===== src/rtl/load_store_unit.sv =====
`default_nettype none
// ============================================================================
// Module      : load_store_unit
// Description : Load/store unit between a pipeline request port and a
//               word-indexed data memory with combinational read and
//               clocked write. Byte and halfword stores are done as a
//               read-modify-write (ACCESS reads the word, WRITE stores the
//               merged word). Misaligned ops and the reserved size are
//               rejected with no memory access.
//
// Ports       : clk, reset            - clock, synchronous active-high reset
//               req_valid / req_ready - op handshake (ready only when idle)
//               req_write, req_size, req_unsigned, req_Address,
//               req_WriteData         - op description, sampled on accept
//               resp_valid            - one-cycle completion pulse
//               resp_ReadData         - extended load data (0 for stores and
//                                       rejected ops)
//               resp_misaligned       - op was rejected
//               mem_Address           - word index into the data memory
//               mem_WriteData, mem_MemWrite, mem_MemRead, mem_ReadData
//                                     - data memory port
//
// Revision    : 1.0 - initial release
// ============================================================================
module load_store_unit #(
    parameter int DATA_WIDTH   = 32,
    parameter int MEMORY_DEPTH = 1024
) (
    input  logic                  clk,
    input  logic                  reset,
    input  logic                  req_valid,
    output logic                  req_ready,
    input  logic                  req_write,
    input  logic [1:0]            req_size,
    input  logic                  req_unsigned,
    input  logic [31:0]           req_Address,
    input  logic [DATA_WIDTH-1:0] req_WriteData,
    output logic                  resp_valid,
    output logic [DATA_WIDTH-1:0] resp_ReadData,
    output logic                  resp_misaligned,
    output logic [31:0]           mem_Address,
    output logic [DATA_WIDTH-1:0] mem_WriteData,
    output logic                  mem_MemWrite,
    output logic                  mem_MemRead,
    input  logic [DATA_WIDTH-1:0] mem_ReadData
);

    typedef enum logic [1:0] {
        S_IDLE   = 2'd0,
        S_ACCESS = 2'd1,
        S_WRITE  = 2'd2,
        S_RESP   = 2'd3
    } state_t;

    localparam logic [1:0]  c_SIZE_BYTE = 2'b00;
    localparam logic [1:0]  c_SIZE_HALF = 2'b01;
    localparam logic [1:0]  c_SIZE_WORD = 2'b10;
    localparam logic [31:0] c_WORD_MASK = 32'(MEMORY_DEPTH - 1);

    state_t                  r_state;
    state_t                  w_nextState;

    logic                    r_write;
    logic [1:0]              r_size;
    logic                    r_unsigned;
    logic [31:0]             r_addr;
    logic [DATA_WIDTH-1:0]   r_wdata;
    logic [DATA_WIDTH-1:0]   r_merged;
    logic [DATA_WIDTH-1:0]   r_readData;
    logic                    r_misaligned;

    logic                    w_accept;
    logic                    w_reqMisaligned;
    logic [31:0]             w_wordIndex;
    logic [4:0]              w_laneShift;
    logic [DATA_WIDTH-1:0]   w_shifted;
    logic [DATA_WIDTH-1:0]   w_loadData;
    logic [DATA_WIDTH-1:0]   w_laneMask;
    logic [DATA_WIDTH-1:0]   w_mergedData;
    logic                    w_subWord;
    logic                    w_memWriteReq;

    assign req_ready       = (r_state == S_IDLE);
    assign resp_valid      = (r_state == S_RESP);
    assign resp_ReadData   = r_readData;
    assign resp_misaligned = r_misaligned;

    assign w_accept = req_valid && req_ready;

    // Reserved size is rejected regardless of address.
    assign w_reqMisaligned = ((req_size == c_SIZE_HALF) && req_Address[0])
                          || ((req_size == c_SIZE_WORD) && (req_Address[1:0] != 2'b00))
                          || (req_size == 2'b11);

    assign w_wordIndex = (r_addr >> 2) & c_WORD_MASK;
    assign w_subWord   = (r_size != c_SIZE_WORD);

    // Aligned halfwords have addr[0]=0, so the byte-lane shift also selects
    // the correct halfword lane.
    assign w_laneShift = {r_addr[1:0], 3'b000};
    assign w_shifted   = mem_ReadData >> w_laneShift;

    always_comb begin
        w_loadData = mem_ReadData;
        w_laneMask = '0;
        case (r_size)
            c_SIZE_BYTE: begin
                w_loadData = r_unsigned ? {24'h0, w_shifted[7:0]}
                                        : {{24{w_shifted[7]}}, w_shifted[7:0]};
                w_laneMask = 32'h0000_00FF << w_laneShift;
            end
            c_SIZE_HALF: begin
                w_loadData = r_unsigned ? {16'h0, w_shifted[15:0]}
                                        : {{16{w_shifted[15]}}, w_shifted[15:0]};
                w_laneMask = 32'h0000_FFFF << w_laneShift;
            end
            default: begin
                w_loadData = mem_ReadData;
                w_laneMask = 32'hFFFF_FFFF;
            end
        endcase
    end

    // Store data is right-justified; move it to its lane and overlay it on
    // the current memory word.
    assign w_mergedData = (mem_ReadData & ~w_laneMask)
                        | ((r_wdata << w_laneShift) & w_laneMask);

    always_comb begin
        w_nextState   = r_state;
        mem_Address   = '0;
        mem_WriteData = '0;
        mem_MemRead   = 1'b0;
        w_memWriteReq = 1'b0;
        case (r_state)
            S_IDLE: begin
                if (w_accept) begin
                    w_nextState = w_reqMisaligned ? S_RESP : S_ACCESS;
                end
            end
            S_ACCESS: begin
                mem_Address = w_wordIndex;
                mem_MemRead = 1'b1;
                if (r_write && w_subWord) begin
                    w_nextState = S_WRITE;
                end else begin
                    if (r_write) begin
                        w_memWriteReq = 1'b1;
                        mem_WriteData = r_wdata;
                    end
                    w_nextState = S_RESP;
                end
            end
            S_WRITE: begin
                mem_Address   = w_wordIndex;
                mem_WriteData = r_merged;
                w_memWriteReq = 1'b1;
                w_nextState   = S_RESP;
            end
            S_RESP: begin
                w_nextState = S_IDLE;
            end
            default: begin
                w_nextState = S_IDLE;
            end
        endcase
    end

    // The write strobe is suppressed combinationally while reset is high so
    // an op aborted by reset never reaches memory on that edge.
    assign mem_MemWrite = w_memWriteReq && !reset;

    always_ff @(posedge clk) begin
        if (reset) begin
            r_state      <= S_IDLE;
            r_write      <= 1'b0;
            r_size       <= 2'b00;
            r_unsigned   <= 1'b0;
            r_addr       <= '0;
            r_wdata      <= '0;
            r_merged     <= '0;
            r_readData   <= '0;
            r_misaligned <= 1'b0;
        end else begin
            r_state <= w_nextState;
            if (w_accept) begin
                r_write      <= req_write;
                r_size       <= req_size;
                r_unsigned   <= req_unsigned;
                r_addr       <= req_Address;
                r_wdata      <= req_WriteData;
                r_readData   <= '0;
                r_misaligned <= w_reqMisaligned;
            end
            if ((r_state == S_ACCESS) && !r_write) begin
                r_readData <= w_loadData;
            end
            if ((r_state == S_ACCESS) && r_write && w_subWord) begin
                r_merged <= w_mergedData;
            end
        end
    end

endmodule
`default_nettype wire


===== config.mk =====
export PLATFORM = sky130hd
export DESIGN_NAME = load_store_unit
export DESIGN_NICKNAME = d
export VERILOG_FILES = /design/src/rtl/load_store_unit.sv
export SDC_FILE = /design/constraint.sdc
export NUM_CORES = 1
export LEC_CHECK = 0
export CAP_MARGIN = 30
export CORE_MARGIN = 5
export CORE_UTILIZATION = 42
export DETAILED_ROUTE_END_ITERATION = 8
export PLACE_DENSITY = 0.77
export SLEW_MARGIN = 10
export SYNTH_ARGS = -nofsm -noshare
export SYNTH_HDL_FRONTEND = slang
export SYNTH_SLANG_ARGS = --single-unit

===== constraint.sdc =====
create_clock -name clk -period 1.7 [get_ports clk]
set_input_delay 0.255 -clock clk [delete_from_list [all_inputs] [get_ports clk]]
set_output_delay 0.255 -clock clk [all_outputs]
set_load 0.02 [all_outputs]

# --- After elaboration in Yosys (flattened, before gate mapping) ---
# Index checks and enable logic that the tools add are counted.
word_totals:
  input_bits: 103
  ff_bits: 115
  elab_cells: 61
classes:
  n_eq_ne: 9
  n_mux: 18
  n_bitwise: 4
  reduce_logical: 17
  shifts: 4
ops:
  columns: ["cell", "n"]
  rows:
  - ["$mux W32", 6]
  - ["$pmux W32 S2", 3]
  - ["$and A32 B32 Y32", 2]
  - ["$not A32 Y32", 1]
  - ["$or A32 B32 Y32", 1]
  - ["$shl A16 B5 Y32 const A", 1]
  - ["$shl A32 B5 Y32", 1]
  - ["$shl A8 B5 Y32 const A", 1]
  - ["$shr A32 B5 Y16", 1]
  - ["$mux W10", 1]
  - ["$eq A2 B2 Y1 const B", 4]
  - ["$logic_and A1 B1 Y1", 8]
  - ["$pmux W2 S4", 1]
  - ["$eq A2 B1 Y1 const B", 3]
  - ["$logic_not A2 Y1", 2]
  - ["$mux W1", 4]
  - ["$mux W2", 2]
  - ["$reduce_bool A2 Y1", 2]
  - ["$logic_not A1 Y1", 2]
  - ["$logic_or A1 B1 Y1", 2]
  - ["$ne A2 B1 Y1 const B", 1]
  - ["$ne A2 B2 Y1 const B", 1]
  - ["$pmux W1 S2", 1]
  - ["$reduce_or A2 Y1", 1]

# --- Logic depth before layout (Yosys ltp) ---
# Gate-level depths: netlist of run 1.
depth:
  word_depth: 7
  depth_mapped: 9
  ltp_nobuf: 6

# --- Worst setup path after synthesis of run 1 ---
# Ideal clock, no wire load.
synth_path:
  kind: "reg2out"
  from: "register r_state[1]"
  to: "output mem_MemWrite"
  slack_ns: -0.547
  arrival_time_ns: 1.992
  required_ns: 1.445
  path_buffers: 1
  stages_incl_launch_ff: 8
  path_cell_list: "dfxtp_1 inv_1 ha_1 nand2_1 nor2_1 clkbuf_1 nor2_1 nor3b_1"
synth_via:
  elab_chain_len: 3
  word_cells_on_any_way: 4
synth_rtl:
  columns: ["item", "line", "rtl"]
  rows:
  - ["start, declared", "60", "state_t r_state;"]
  - ["start signal, assigned", "185", "r_state <= w_nextState;"]
  - ["$eq A2 B2 Y1 / $eq A2 B1 Y1 (equally long branches)", "135", "case (r_state)"]
  - ["$pmux W1 S2 (*)", "135", null]
  - ["$logic_and A1 B1 Y1 (*)", "171", "assign mem_MemWrite = w_memWriteReq && !reset;"]
  - ["end, declared", "43", "output logic mem_MemWrite,"]
# Every way passes the cells marked *; elsewhere a longest branch is shown, timed or not.

# --- Worst setup path after layout of run 1 ---
layout_path:
  from: "register r_state[1]"
  to: "output mem_WriteData[31]"
layout_via:
  elab_chain_len: 2
  word_cells_on_any_way: 3
layout_rtl:
  columns: ["item", "line", "rtl"]
  rows:
  - ["$eq A2 B2 Y1 / $eq A2 B1 Y1 (equally long branches)", "135", null]
  - ["$pmux W32 S2 (*)", "135", null]
  - ["end, declared", "42", "output logic [DATA_WIDTH-1:0] mem_WriteData,"]
# Marks and branches as above.

==> run_results.csv, run 1 <==
group,metric,value,unit
synth,synthArstFlopShare,0,%
setup_path,r2r_start,"r_addr[0]",
worst_hold_path,min_path_type,"in -> reg",
drt,drtPass1Iterations,5,
finish,mostFrequentLayoutCell,"nand2_1",
sta,finalSetupViolCount,43,
synth,syn_area_per_cell,8.41,µm²
job,maxCapViolCount,0,
pwr,ir_drop,894,µV
synth,synth_cell_types,48,
floorplan,ios,204,
synth,netlist_area,0.00617,mm²
clock_network,cts_tree,"built",
floorplan,die-area,0.0172,mm²
sta,fin_setup_tns,-13.10,ns
clock_network,cts_root_buffer,"clkbuf_16",
setup_path,max_stage_delay,0.33,ns
synth,yosys.area.top_type,"dfxtp_1",
drt,drt_wl_total,23200,µm
sta,setup_slack,-0.390,ns
setup_path,required,1.44,ns
synth,postSynthCellCount,734,
synth,synthTopCellsByArea,"dfxtp_1, nand2_1, mux2i_1",
drt,first_iter_violations,700,
clock_network,path_clk_slew,0.05,ns
clock_network,numCtsBuffers,17,
synth,ys_warn_count,0,
setup_path,crit_type,"reg -> out",
clock_network,clock_latency,0.41,ns
setup_path,crit_chain,"inv_4 > ha_4 > nand2_4 > nor2_4 > buf_12 > buf_12 > a22oi_2 > nor2b_2 > buf_6",
pwr,power.density,1400,mW/mm²
synth,ys.flop_type,"dfxtp_1",
drt,wl_per_cell,20.6,µm
floorplan,core-area,0.0145,mm²
status,status,"finished with violations",
pwr,seqPwrFrac,26.8,%
clock_network,cts.path.max_buffers,2,
synth,synth_edf_count,0,
finish,n_antenna_cell,0,
pwr,p_leak,3.67,nW
place,place_congestion,0.903,
setup_path,crit_path_start,"r_state[1]",
drt,drc,0,
setup_path,cp_num_buf_inv,4,
global_route,grt_pass1_vias,6014,
setup_path,arrival,1.83,ns
status,violations,"negative setup slack",
finish,syn_to_final_growth,55.1,%
setup_path,cp-end-kind,"primary output",
clock_network,cts_hold_buf,0,
sta,max_freq,479,MHz
sta,min_period,2.09,ns
sta,maxSlewViolCount,0,
floorplan,die_w,131,µm
global_route,grt_max_degree,63,
sta,timing.final.crit_share,123,%
floorplan,start_util,42.6,%
sta,fin_skew,0.00450,ns
finish,fin_cells,1129,
global_route,grt_pass1_wl,33000,µm
setup_path,startpoint_type,"flip-flop",
global_route,grt.overflow.total,0,
finish,finalNetCount,1040,
pwr,p_int,8.71,mW
pwr,total_power,13.4,mW
pwr,p_sw,4.71,mW
drt,vias,6513,
finish,num-fill-cells,1140,
setup_path,critPathMostFrequentCell,"buf_12",
synth,yosysTopAreaCellShare,37.3,%
worst_hold_path,hold_start,"reset",
clock_network,clock_sinks,115,
pwr,swShare,35.1,%
synth,synth-seq-cells,115,
drt,postRouteAntennaNets,0,
place,dp_hpwl,15400,µm
global_route,antenna_found_initial,0,
sta,hold_viol_final,0,
clock_network,cts_max_level,4,
global_route,grt_use_total,23.6,%
pwr,power.share.clock,30.1,%
synth,synth-seq-area-share,37.3,%
sta,grt_setup_unrepaired,"yes",
place,dp.cells,1083,
pwr,combPwrFrac,43.1,%
drt,avgViaCountPerCell,5.77,
finish,mostFrequentLayoutCells,"nand2_1, clkdlybuf4s50_1, dfxtp_1, buf_4, a21oi_1",
floorplan,std_cell_rows,44,
floorplan,die_y,131,µm
setup_path,slowest_stage,"dfxtp_2",
setup_path,path_max_fanout,6,
place,port_buffers,161,
finish,drive_above_1_share,30.8,%
setup_path,crit_family,"buffers and inverters",
## layer usage
metal	GRT usage (%)	share of wire, %	routed length (µm)
met1	30.7	40	9250
met2	37.0	46	10600
met3	7.72	11	2450
met4	8.23	4.0	929
met5	0	0	0
## per-stage QoR
step                utilization, %  instance area [µm²]  hold WS [ns]  setup WS (ns)
floorplan                        -                 6400         0.391        -0.0784
CTS                           63.1                 9130         0.337         -0.405
detailed placement            57.9                 8390         0.432         -0.453
global placement              57.9                 8390         0.427         -0.396
global route                  66.2                 9580         0.367         -0.431
finish                        66.2                 9580         0.368         -0.390
## worst paths after layout
check / endpoint / slack, ns / depth (start not counted)
setup reg to reg: r_merged[24] / 0.02 / 6
hold reg to reg: resp_ReadData[3] / 0.44 / 2
setup / recovery: mem_WriteData[31] / -0.39 / 9
hold / removal: resp_ReadData[15] / 0.37 / 3
## power by group through the flow
| stage | Combinational (mW) | Clock, mW | Sequential [mW] |
|---|---|---|---|
| after floorplan | 2.81 | 0 | 3.78 |
| after global placement | 5.04 | 0 | 3.58 |
| after detailed placement | 5.10 | 0 | 3.59 |
| after CTS | 5.15 | 4.06 | 3.55 |
| after global routing | 6.10 | 4.17 | 3.65 |
| final | 5.78 | 4.03 | 3.60 |
## layout make-up
cell class | count | area [µm²] | area share, %
clock buffer | 22 | 494 | 5.16
clock inverter | 10 | 175 | 1.83
inverter | 5 | 21.3 | 0.222
multi-input combinational | 544 | 3850 | 40.2
sequential | 115 | 2310 | 24.1
tap | 184 | 230 | 2.40
timing repair buffer | 249 | 2500 | 26.1
## cells in the mapped netlist (all sizes together), types with 2 or more instances
| library cell | instances |
|---|---|
| a221oi | 15 |
| nor2b | 39 |
| mux2i | 33 |
| o21ai | 4 |
| o2bb2ai | 6 |
| o221ai | 7 |
| and2 | 13 |
| and3 | 5 |
| dfxtp | 115 |
| a22oi | 33 |
| clkbuf | 48 |
| nor2 | 47 |
| a211o | 2 |
| mux2 | 11 |
| a21oi | 60 |
| a211oi | 33 |
| o21a | 2 |
| buf | 44 |
| nand2b | 3 |
| nand2 | 119 |
| a221o | 16 |
| nor3 | 19 |
| mux4 | 5 |
| o31ai | 9 |
| nor3b | 10 |
| ha | 5 |
| nand3b | 10 |
| inv | 5 |
| a2bb2oi | 7 |
## flip-flops by register name, indices dropped and copies added (netlist names)
register and cells:
resp_ReadData 32, r_size 2, r_unsigned 1, resp_misaligned 1, r_state 2, r_addr 12
r_merged 32, r_write 1, r_wdata 32
## worst reg2reg max path: stages (launching register included)
cell	delay, ns
dfxtp_2	0.36
buf_4	0.21
o21a_1	0.24
nor2_4	0.25
buf_4	0.19
mux2i_1	0.08
a211oi_1	0.26
## kinds of logic after synthesis
| logic type | share of synthesized area (%) |
|---|---|
| XOR/XNOR | 0.142 |
| adder cells (fa/ha/maj) | 1.01 |
| other | 0.0607 |
| flip-flops | 37.3 |
| multiplexers | 9.30 |
| AND/OR/NAND/NOR | 20.6 |
| buffers and inverters | 8.29 |
| AO/OA/AOI/OAI | 23.3 |
## timing repair
item,in CTS,in global routing
gates cloned,0,7
gates resized for setup,201,133
pin swaps,1,7
setup buffers,0,8
setup endpoints to repair,48,101
(Power assumes the default switching activity.)
==> run 2, diff against run 1 <==
SLEW_MARGIN = 20   (was 10)
==> results of run 2 <==
The final DEF is identical to that of run 1; final timing and power are the same.
==> run 3, diff against run 2 <==
GPL_ROUTABILITY_DRIVEN = 0   (was not set)
PLACE_DENSITY = 0.75   (was 0.77)
SETUP_SLACK_MARGIN = 0.2   (was not set)
==> run 3 against run 2 <==
Final cell count up 5.0%; highest routed layer unchanged; largest power group unchanged; the flow still finishes with violations (negative setup slack); flip-flop and latch count did not move; critical path type unchanged; hold slack better by 0.023 ns; via count grew 17%.
==> run_results.csv, run 3 (synthesis gave the netlist of run 1 again) <==
group,metric,value,unit
status,status,"finished with violations",
pwr,ir_drop,881,µV
setup_path,slowest_stage,"ha_4",
place,post-place-ws,-0.371,ns
setup_path,max_stage_delay,0.42,ns
floorplan,die_w,131,µm
global_route,grt.overflow.total,0,
sta,grt_setup_unrepaired,"yes",
floorplan,core-area,0.0145,mm²
setup_path,crit_chain,"inv_4 > buf_4 > ha_4 > clkbuf_16 > nor2b_2 > buf_4",
clock_network,cts_max_level,4,
drt,vias,7591,
finish,mostFrequentLayoutCell,"dfxtp_1",
finish,n_antenna_cell,0,
floorplan,start_util,42.6,%
floorplan,ios,204,
finish,drive_above_1_share,44.2,%
clock_network,cts_hold_buf,0,
drt,wl_per_cell,26.3,µm
sta,setup_slack,-0.525,ns
sta,hold_viol_final,0,
finish,syn_to_final_growth,78.5,%
sta,max_freq,450,MHz
sta,tightest_slew,0.543,ns
clock_network,numCtsBuffers,17,
drt,avgViaCountPerCell,6.40,
setup_path,cp_num_buf_inv,4,
place,port_buffers,161,
job,maxCapViolCount,0,
setup_path,required,1.44,ns
global_route,grt_pass1_vias,6347,
place,dp_hpwl,15700,µm
sta,timing.final.crit_share,131,%
setup_path,critPathMostFrequentCell,"buf_4",
setup_path,cp-end-kind,"primary output",
clock_network,cts.path.max_buffers,2,
clock_network,clock_sinks,115,
floorplan,die_y,131,µm
status,violations,"negative setup slack",
finish,finalNetCount,1100,
global_route,grt_max_degree,47,
setup_path,path_max_fanout,8,
clock_network,cts_root_buffer,"clkbuf_16",
setup_path,arrival,1.97,ns
pwr,power.density,1380,mW/mm²
sta,finalSetupViolCount,101,
drt,drc,0,
finish,mostFrequentLayoutCells,"dfxtp_1, nand2_1, buf_4, clkdlybuf4s50_1, buf_6",
setup_path,crit_family,"buffers and inverters",
sta,maxSlewHeadroom,63.7,%
drt,drt_wl_total,31200,µm
drt,first_iter_violations,1008,
sta,fin_skew,0.0138,ns
floorplan,die-area,0.0172,mm²
global_route,grt_use_total,25.3,%
pwr,p_leak,4.44,nW
pwr,total_power,15.3,mW
setup_path,crit_path_start,"r_state[1]",
sta,hold_slack,0.391,ns
drt,drtPass1Iterations,8,
setup_path,r2r_start,"r_state[1]",
global_route,grt_pass1_wl,35400,µm
worst_hold_path,hold_start,"req_WriteData[18]",
drt,postRouteAntennaNets,0,
sta,fin_setup_tns,-24.40,ns
worst_hold_path,min_path_type,"in -> reg",
global_route,antenna_found_initial,0,
clock_network,cts_tree,"built",
clock_network,path_clk_slew,0.06,ns
sta,maxSlewViolCount,0,
setup_path,startpoint_type,"flip-flop",
floorplan,std_cell_rows,44,
setup_path,crit_type,"reg -> out",
finish,final_util,76.1,%
sta,min_period,2.22,ns
clock_network,clock_latency,0.42,ns
==> run 3: cell types whose count changed in the layout (fill, tap and decap cells not counted), moves of 23 or more <==
cell	previous run	this run
clkdlybuf4s50_1	114	81
nand2_1	117	93
buf_6	36	69
nor2b_4	3	26
dlygate4sd2_1	0	33
a211oi_1	32	7
==> run 3: worst paths after layout <==
| kind | end | slack [ns] | cells past startpoint |
|---|---|---|---|
| hold / removal | r_wdata[18] | 0.39 | 3 |
| setup reg to reg | r_merged[6] | -0.24 | 10 |
| hold reg to reg | resp_ReadData[4] | 0.45 | 2 |
| setup / recovery | mem_WriteData[1] | -0.52 | 6 |
==> run 3: per-stage QoR <==
stage / cells / instance area [µm²]
final: 1186 / 11000
after detailed placement: 1088 / 8480
after global placement: 1088 / 8480
after CTS: 1144 / 9600
after global routing: 1186 / 11000
after floorplan: 755 / 6460
==> run 3: layout make-up <==
| class | count | area (µm²) |
|---|---|---|
| Inverter | 5 | 23.8 |
| Sequential cell | 115 | 2320 |
| Tap cell | 184 | 230 |
| Clock buffer | 22 | 464 |
| Fill cell | 851 | 3460 |
| Timing Repair Buffer | 308 | 3340 |
| Clock inverter | 7 | 60.1 |
| Multi-Input combinational cell | 545 | 4590 |
==> run 3: power by group <==
part / leakage (nW) / internal, mW / total (mW) / switching (mW)
registers: 0.940 / 3.22 / 3.70 / 0.480
clock network: 0.265 / 2.04 / 3.30 / 1.26
logic: 3.24 / 3.93 / 8.26 / 4.34
total: 4.44 / 9.18 / 15.3 / 6.08
==> run 3: routing by layer <==
layer,GRT usage [%],up-vias,wire [µm]
li1,-,3124,-
met1,32.1,3612,11300
met2,40.0,637,14000
met3,7.99,218,3500
met4,10.5,0,2360
met5,0,-,0
==> run 3: timing repair <==
action | CTS | global route
pin swaps | 24 | 68
gates resized for setup | 386 | 189
cloned | 4 | 15
buffers inserted | 23 | 27
endpoints found under the setup margin | 141 | 113
endpoints found under the hold margin | 0 | 0
==> run 3: worst register-to-register path, delay by kind of cell (launching register included) <==
kind                     cells  cell delay (ns)
buffers and inverters        6             0.71
flip-flops                   1             0.37
AO/OA/AOI/OAI                1             0.32
AND/OR/NAND/NOR              2             0.27
adder cells (fa/ha/maj)      1             0.14
